**src/rtl/cordic_req_arbiter.sv**
```systemverilog
// Round-robin arbiter sharing one cordic_sin_cos engine among NREQ requesters.
// Sequences the engine start/done handshake, rejects bad angles and aborts on engine timeout.
module cordic_req_arbiter #(
    parameter int unsigned NREQ    = 4,
    parameter int unsigned TIMEOUT = 64
) (
    input  logic                 clk,
    input  logic                 reset_n,
    input  logic [NREQ-1:0]      req,
    input  logic [16*NREQ-1:0]   req_angle,
    output logic [NREQ-1:0]      rsp_valid,
    output logic [15:0]          rsp_sine,
    output logic [15:0]          rsp_cosine,
    output logic                 rsp_err,
    output logic                 busy,
    output logic                 eng_start,
    output logic [15:0]          eng_angle,
    input  logic [15:0]          eng_sine,
    input  logic [15:0]          eng_cosine,
    input  logic                 eng_done
);

    localparam int unsigned PW = (NREQ > 1) ? $clog2(NREQ) : 1;
    localparam int unsigned CW = PW + 1;
    localparam int unsigned TW = $clog2(TIMEOUT) + 1;

    typedef enum logic [2:0] {
        StIdle,
        StIssue,
        StWaitClr,
        StWaitDone,
        StResp
    } state_e;

    state_e          state_q, state_d;
    logic [PW-1:0]   rr_ptr_q, rr_ptr_d;
    logic [PW-1:0]   gnt_q, gnt_d;
    logic [TW-1:0]   timer_q, timer_d;
    logic [15:0]     angle_q, angle_d;
    logic [15:0]     sine_q, sine_d;
    logic [15:0]     cosine_q, cosine_d;
    logic            err_q, err_d;
    logic [NREQ-1:0] rsp_valid_q, rsp_valid_d;
    logic            eng_start_q, eng_start_d;
    logic            busy_q, busy_d;

    logic            pick_found;
    logic [PW-1:0]   pick_idx;
    logic [15:0]     pick_angle;
    logic [CW-1:0]   cand;
    logic            timed_out;

    // Cyclic search for the first requesting index starting at rr_ptr.
    always_comb begin
        pick_found = 1'b0;
        pick_idx   = '0;
        cand       = '0;
        for (int i = 0; i < NREQ; i++) begin
            cand = {1'b0, rr_ptr_q} + CW'(i);
            if (cand >= CW'(NREQ)) begin
                cand = cand - CW'(NREQ);
            end
            if (!pick_found && req[cand[PW-1:0]]) begin
                pick_found = 1'b1;
                pick_idx   = cand[PW-1:0];
            end
        end
        pick_angle = req_angle[{pick_idx, 4'b0000} +: 16];
    end

    assign timed_out = (timer_q == TW'(TIMEOUT - 1));

    // State register and all other flops.
    always_ff @(posedge clk or negedge reset_n) begin
        if (!reset_n) begin
            state_q     <= StIdle;
            rr_ptr_q    <= '0;
            gnt_q       <= '0;
            timer_q     <= '0;
            angle_q     <= '0;
            sine_q      <= '0;
            cosine_q    <= '0;
            err_q       <= 1'b0;
            rsp_valid_q <= '0;
            eng_start_q <= 1'b0;
            busy_q      <= 1'b0;
        end else begin
            state_q     <= state_d;
            rr_ptr_q    <= rr_ptr_d;
            gnt_q       <= gnt_d;
            timer_q     <= timer_d;
            angle_q     <= angle_d;
            sine_q      <= sine_d;
            cosine_q    <= cosine_d;
            err_q       <= err_d;
            rsp_valid_q <= rsp_valid_d;
            eng_start_q <= eng_start_d;
            busy_q      <= busy_d;
        end
    end

    // Next-state and datapath capture.
    always_comb begin
        state_d  = state_q;
        rr_ptr_d = rr_ptr_q;
        gnt_d    = gnt_q;
        angle_d  = angle_q;
        sine_d   = sine_q;
        cosine_d = cosine_q;
        err_d    = err_q;

        unique case (state_q)
            StIdle: begin
                if (pick_found) begin
                    gnt_d = pick_idx;
                    if (pick_angle > 16'd360) begin
                        err_d    = 1'b1;
                        sine_d   = '0;
                        cosine_d = '0;
                        state_d  = StResp;
                    end else begin
                        angle_d = pick_angle;
                        state_d = StIssue;
                    end
                end
            end
            StIssue: begin
                state_d = StWaitClr;
            end
            StWaitClr: begin
                // A done still high here belongs to the previous operation.
                if (!eng_done) begin
                    state_d = StWaitDone;
                end else if (timed_out) begin
                    err_d    = 1'b1;
                    sine_d   = '0;
                    cosine_d = '0;
                    state_d  = StResp;
                end
            end
            StWaitDone: begin
                if (eng_done) begin
                    err_d    = 1'b0;
                    sine_d   = eng_sine;
                    cosine_d = eng_cosine;
                    state_d  = StResp;
                end else if (timed_out) begin
                    err_d    = 1'b1;
                    sine_d   = '0;
                    cosine_d = '0;
                    state_d  = StResp;
                end
            end
            StResp: begin
                rr_ptr_d = (gnt_q == PW'(NREQ - 1)) ? '0 : gnt_q + 1'b1;
                state_d  = StIdle;
            end
            default: begin
                state_d = StIdle;
            end
        endcase

        if (state_d != state_q) begin
            timer_d = '0;
        end else if (state_q inside {StWaitClr, StWaitDone}) begin
            timer_d = timer_q + 1'b1;
        end else begin
            timer_d = timer_q;
        end
    end

    // Registered outputs follow the state being entered so they align with it.
    always_comb begin
        rsp_valid_d = '0;
        eng_start_d = (state_d == StIssue);
        busy_d      = (state_d != StIdle);
        if (state_d == StResp) begin
            rsp_valid_d[gnt_d] = 1'b1;
        end
    end

    assign rsp_valid  = rsp_valid_q;
    assign rsp_sine   = sine_q;
    assign rsp_cosine = cosine_q;
    assign rsp_err    = err_q;
    assign busy       = busy_q;
    assign eng_start  = eng_start_q;
    assign eng_angle  = angle_q;

endmodule

```
**config.mk**
```make
export PLATFORM = sky130hd
export DESIGN_NAME = cordic_req_arbiter
export DESIGN_NICKNAME = d
export VERILOG_FILES = /design/src/rtl/cordic_req_arbiter.sv
export SDC_FILE = /design/constraint.sdc
export NUM_CORES = 1
export LEC_CHECK = 0
export CAP_MARGIN = 40
export CORE_UTILIZATION = 40
export DETAILED_ROUTE_END_ITERATION = 7
export PLACE_DENSITY = 0.8
export SYNTH_ARGS = -nofsm -noshare
export SYNTH_HDL_FRONTEND = slang
export SYNTH_SLANG_ARGS = --single-unit
```
**constraint.sdc**
```tcl
create_clock -name clk -period 3.2 [get_ports clk]
set_clock_uncertainty 0.05 [all_clocks]
set_input_delay 0.64 -clock clk [delete_from_list [all_inputs] [get_ports clk]]
set_output_delay 0.64 -clock clk [all_outputs]
set_load 0.05 [all_outputs]
```
==> run_results.csv <==
group,metric,value,unit
timing,fin_crit,2.97,ns
floorplanning,start_util,0.424,
cts,cts_tree,"built",
placed_design,dpl_worst_slack,-0.256,ns
global_route,grt-busiest-layer,"met2",
routing,first_pass_iters,4,
global_route,use_met2,0.330,
finish,nNetsFinal,547,
yosys,synth_edf_count,0,
yosys,avgSynthCellArea,11.9,sq um
yosys,synthCells,263,
timing,hold_viol_final,0,
setup_path,critical-path-slowest-cell,"dfrtp_1",
finish,multi_input_area,1300,sq um
global_route,grt_pass1_wl,13500,um
timing,tightest_slew,0.785,ns
setup_path,start_kind,"register",
cts,cts_made_buffers,9,
finish,final_cell_mix,"clkdlybuf4s50_1, dfrtp_1, a22o_1",
routing,ant_nets,0,
cts,cts_sinks,69,
setup_path,crit_type,"reg2reg",
timing,fin_crit_sh,0.929,
setup_path,crit_required,3.36,ns
yosys,syn_nets,368,
setup_path,cp-end-kind,"register",
finish,stdcell_area,5300,sq um
yosys,ys_types,38,
timing,maxSlewHeadroom,0.476,
routing,wire_per_inst,16.2,um
floorplanning,io_pins,158,
pwr,finalPower,3.09,mW
floorplanning,placementRows,31,
setup_path,path_buf_inv,3,
timing,fmax,0.336,GHz
timing,setup_tns,0,ns
worst_hold_path,hold_path.class,"in2async",
finish,layout-area-overhead-vs-synth,68.5,%
yosys,synthArstFlopShare,1.00,
yosys,syn-cell-area,3140,sq um
placed_design,dp_hpwl,6060,um
setup_path,path_cells,"mux2i_1 > nor2_2 > a311oi_4 > buf_6 > clkbuf_16 > mux2i_1 > mux2_4 > a211oi_2 > a21oi_2 > o31a_4 > clkbuf_16 > a22o_1",
cts,cts-htree-levels,3,
yosys,dominantRegCellSynth,"dfrtp_1",
timing,slew_violations,0,
run_status,status,"complete, no violations",
cts,cts_buffer_depth,2,
global_route,grt_max_degree,38,
timing,whs,0.194,ns
routing,wirelength,8790,um
yosys,synth_top_area_share,0.550,
cts,clk_pin_slew,0.07,ns
floorplanning,die_height,90.6,um
global_route,grt_use_total,0.206,
yosys,synth_area_leader_cell,"dfrtp_1",
placed_design,io_buffers,157,
timing,setup_viol,0,
global_route,use_met1,0.273,
setup_path,crit_family,"compound AO/OA/AOI/OAI gates",
routing,drc_errors,0,
yosys,synth_seq_area_share,0.550,
finish,post-route-util,0.715,
pwr,p_leak,2.43,nW
setup_path,crit_arrival,3.14,ns
floorplanning,die_w,90.6,um
global_route,grt_util_met3,0.0471,
timing,setup_ws,0.228,ns
yosys,synth-seq-cells,69,
finish,drive_above_1_share,0.137,
finish,final_common_cell,"clkdlybuf4s50_1",
yosys,ys_top_cells_by_area,"dfrtp_1, mux2i_1, a22o_1",
global_route,overflow,0,
finish,regArea,1730,sq um
cts,clk_latency,0.33,ns
setup_path,crit_path_max_incr_delay,0.43,ns
routing,drtIter0Drc,105,
pwr,power_density,583,nW/um^2
finish,finalNonFillerCells,543,
placed_design,placed_cell_area,4930,sq um
global_route,grt_pass1_vias,2830,
pwr,vdd_drop_max,0.253,mV
finish,diodes,0,
routing,avgViaCountPerCell,5.02,
cts,clockRootBuffer,"clkbuf_8",
run,cap_violations,0,
finish,nFillCells,526,
timing,rsz0062_at_grt,"no",
routing,vias,2724,
floorplanning,coreArea,7410,sq um
yosys,yosysWarningCount,0,
placed_design,placed_cells,521,
floorplanning,die-area,8210,sq um
global_route,antenna_found_initial,0,
placed_design,gp_congestion,0.727,
setup_path,path_max_fanout,6,
-- report_power, final --
group	switching (mW)	internal (mW)
clock network	0.299	0.288
registers	0.0688	0.971
logic	0.731	0.729
total	1.10	1.99
-- path summary, 6_finish.rpt --
| path | slack, ns | start | endpoint | cells after the start |
|---|---|---|---|---|
| min in group clk | 0.44 | eng_angle[14] | eng_angle[14] | 1 |
| worst min-delay path | 0.19 | reset_n | eng_angle[7] | 1 |
| worst max register to register | 0.23 | rr_ptr_q[1] | rsp_cosine[1] | 12 |
| max in group asynchronous | 2.18 | reset_n | rsp_sine[13] | 2 |
| worst min register to register | 0.44 | eng_angle[14] | eng_angle[14] | 1 |
| worst max-delay path | 0.23 | rr_ptr_q[1] | rsp_cosine[1] | 12 |
-- cell type report --
cell class | count | area share
clock buffers | 11 | 0.0267
clock inverters | 2 | 0.00236
inverters | 14 | 0.00992
multi-input cells | 163 | 0.246
flip-flops and latches | 69 | 0.326
well taps | 99 | 0.0234
repair buffers | 185 | 0.366
-- what timing repair did --
action	in CTS	in global routing
hold buffers	0	0
setup buffers	0	1
endpoints found under the setup margin	0	46
resized for setup	0	16
-- flip-flops by register name, indices dropped and copies added (netlist names) --
signal	count
eng_angle	16
rsp_cosine	16
rsp_sine	16
timer_q	7
rsp_valid	4
state_q	3
gnt_q	2
rr_ptr_q	2
busy	1
eng_start	1
rsp_err	1
-- per-layer routing --
metal / wire [um] / up-vias
met5: 0 / -
met2: 4360 / 95
met1: 3880 / 1311
met4: 150 / 0
li1: - / 1303
met3: 399 / 15
-- cells in the mapped netlist (2+ instances only) --
cell,count
a21oi_1,7
a22o_1,34
and2_1,8
buf_2,3
buf_6,5
clkbuf_1,7
dfrtp_1,69
ha_1,2
inv_1,13
mux2_2,10
mux2i_1,31
nand2_1,9
nand4_1,3
nor2_1,16
nor3_1,6
nor3b_1,2
nor4_1,5
o21ai_0,4
or4_1,5
xnor2_1,4
xor2_1,3
-- cell families (layout without fill, tap and decap cells) --
kind of cell / Yosys count / after routing / synth area share
AOI/OAI and AO/OA: 54 / 54 / 0.139
xor gates and xnor gates: 7 / 7 / 0.0195
adders and majority gates: 2 / 2 / 0.00796
buffers and inverters: 31 / 212 / 0.0514
DFF: 69 / 69 / 0.550
muxes: 41 / 41 / 0.135
and+or+nand+nor: 59 / 59 / 0.0976
No activity file was read; power rests on OpenSTA's default activity.
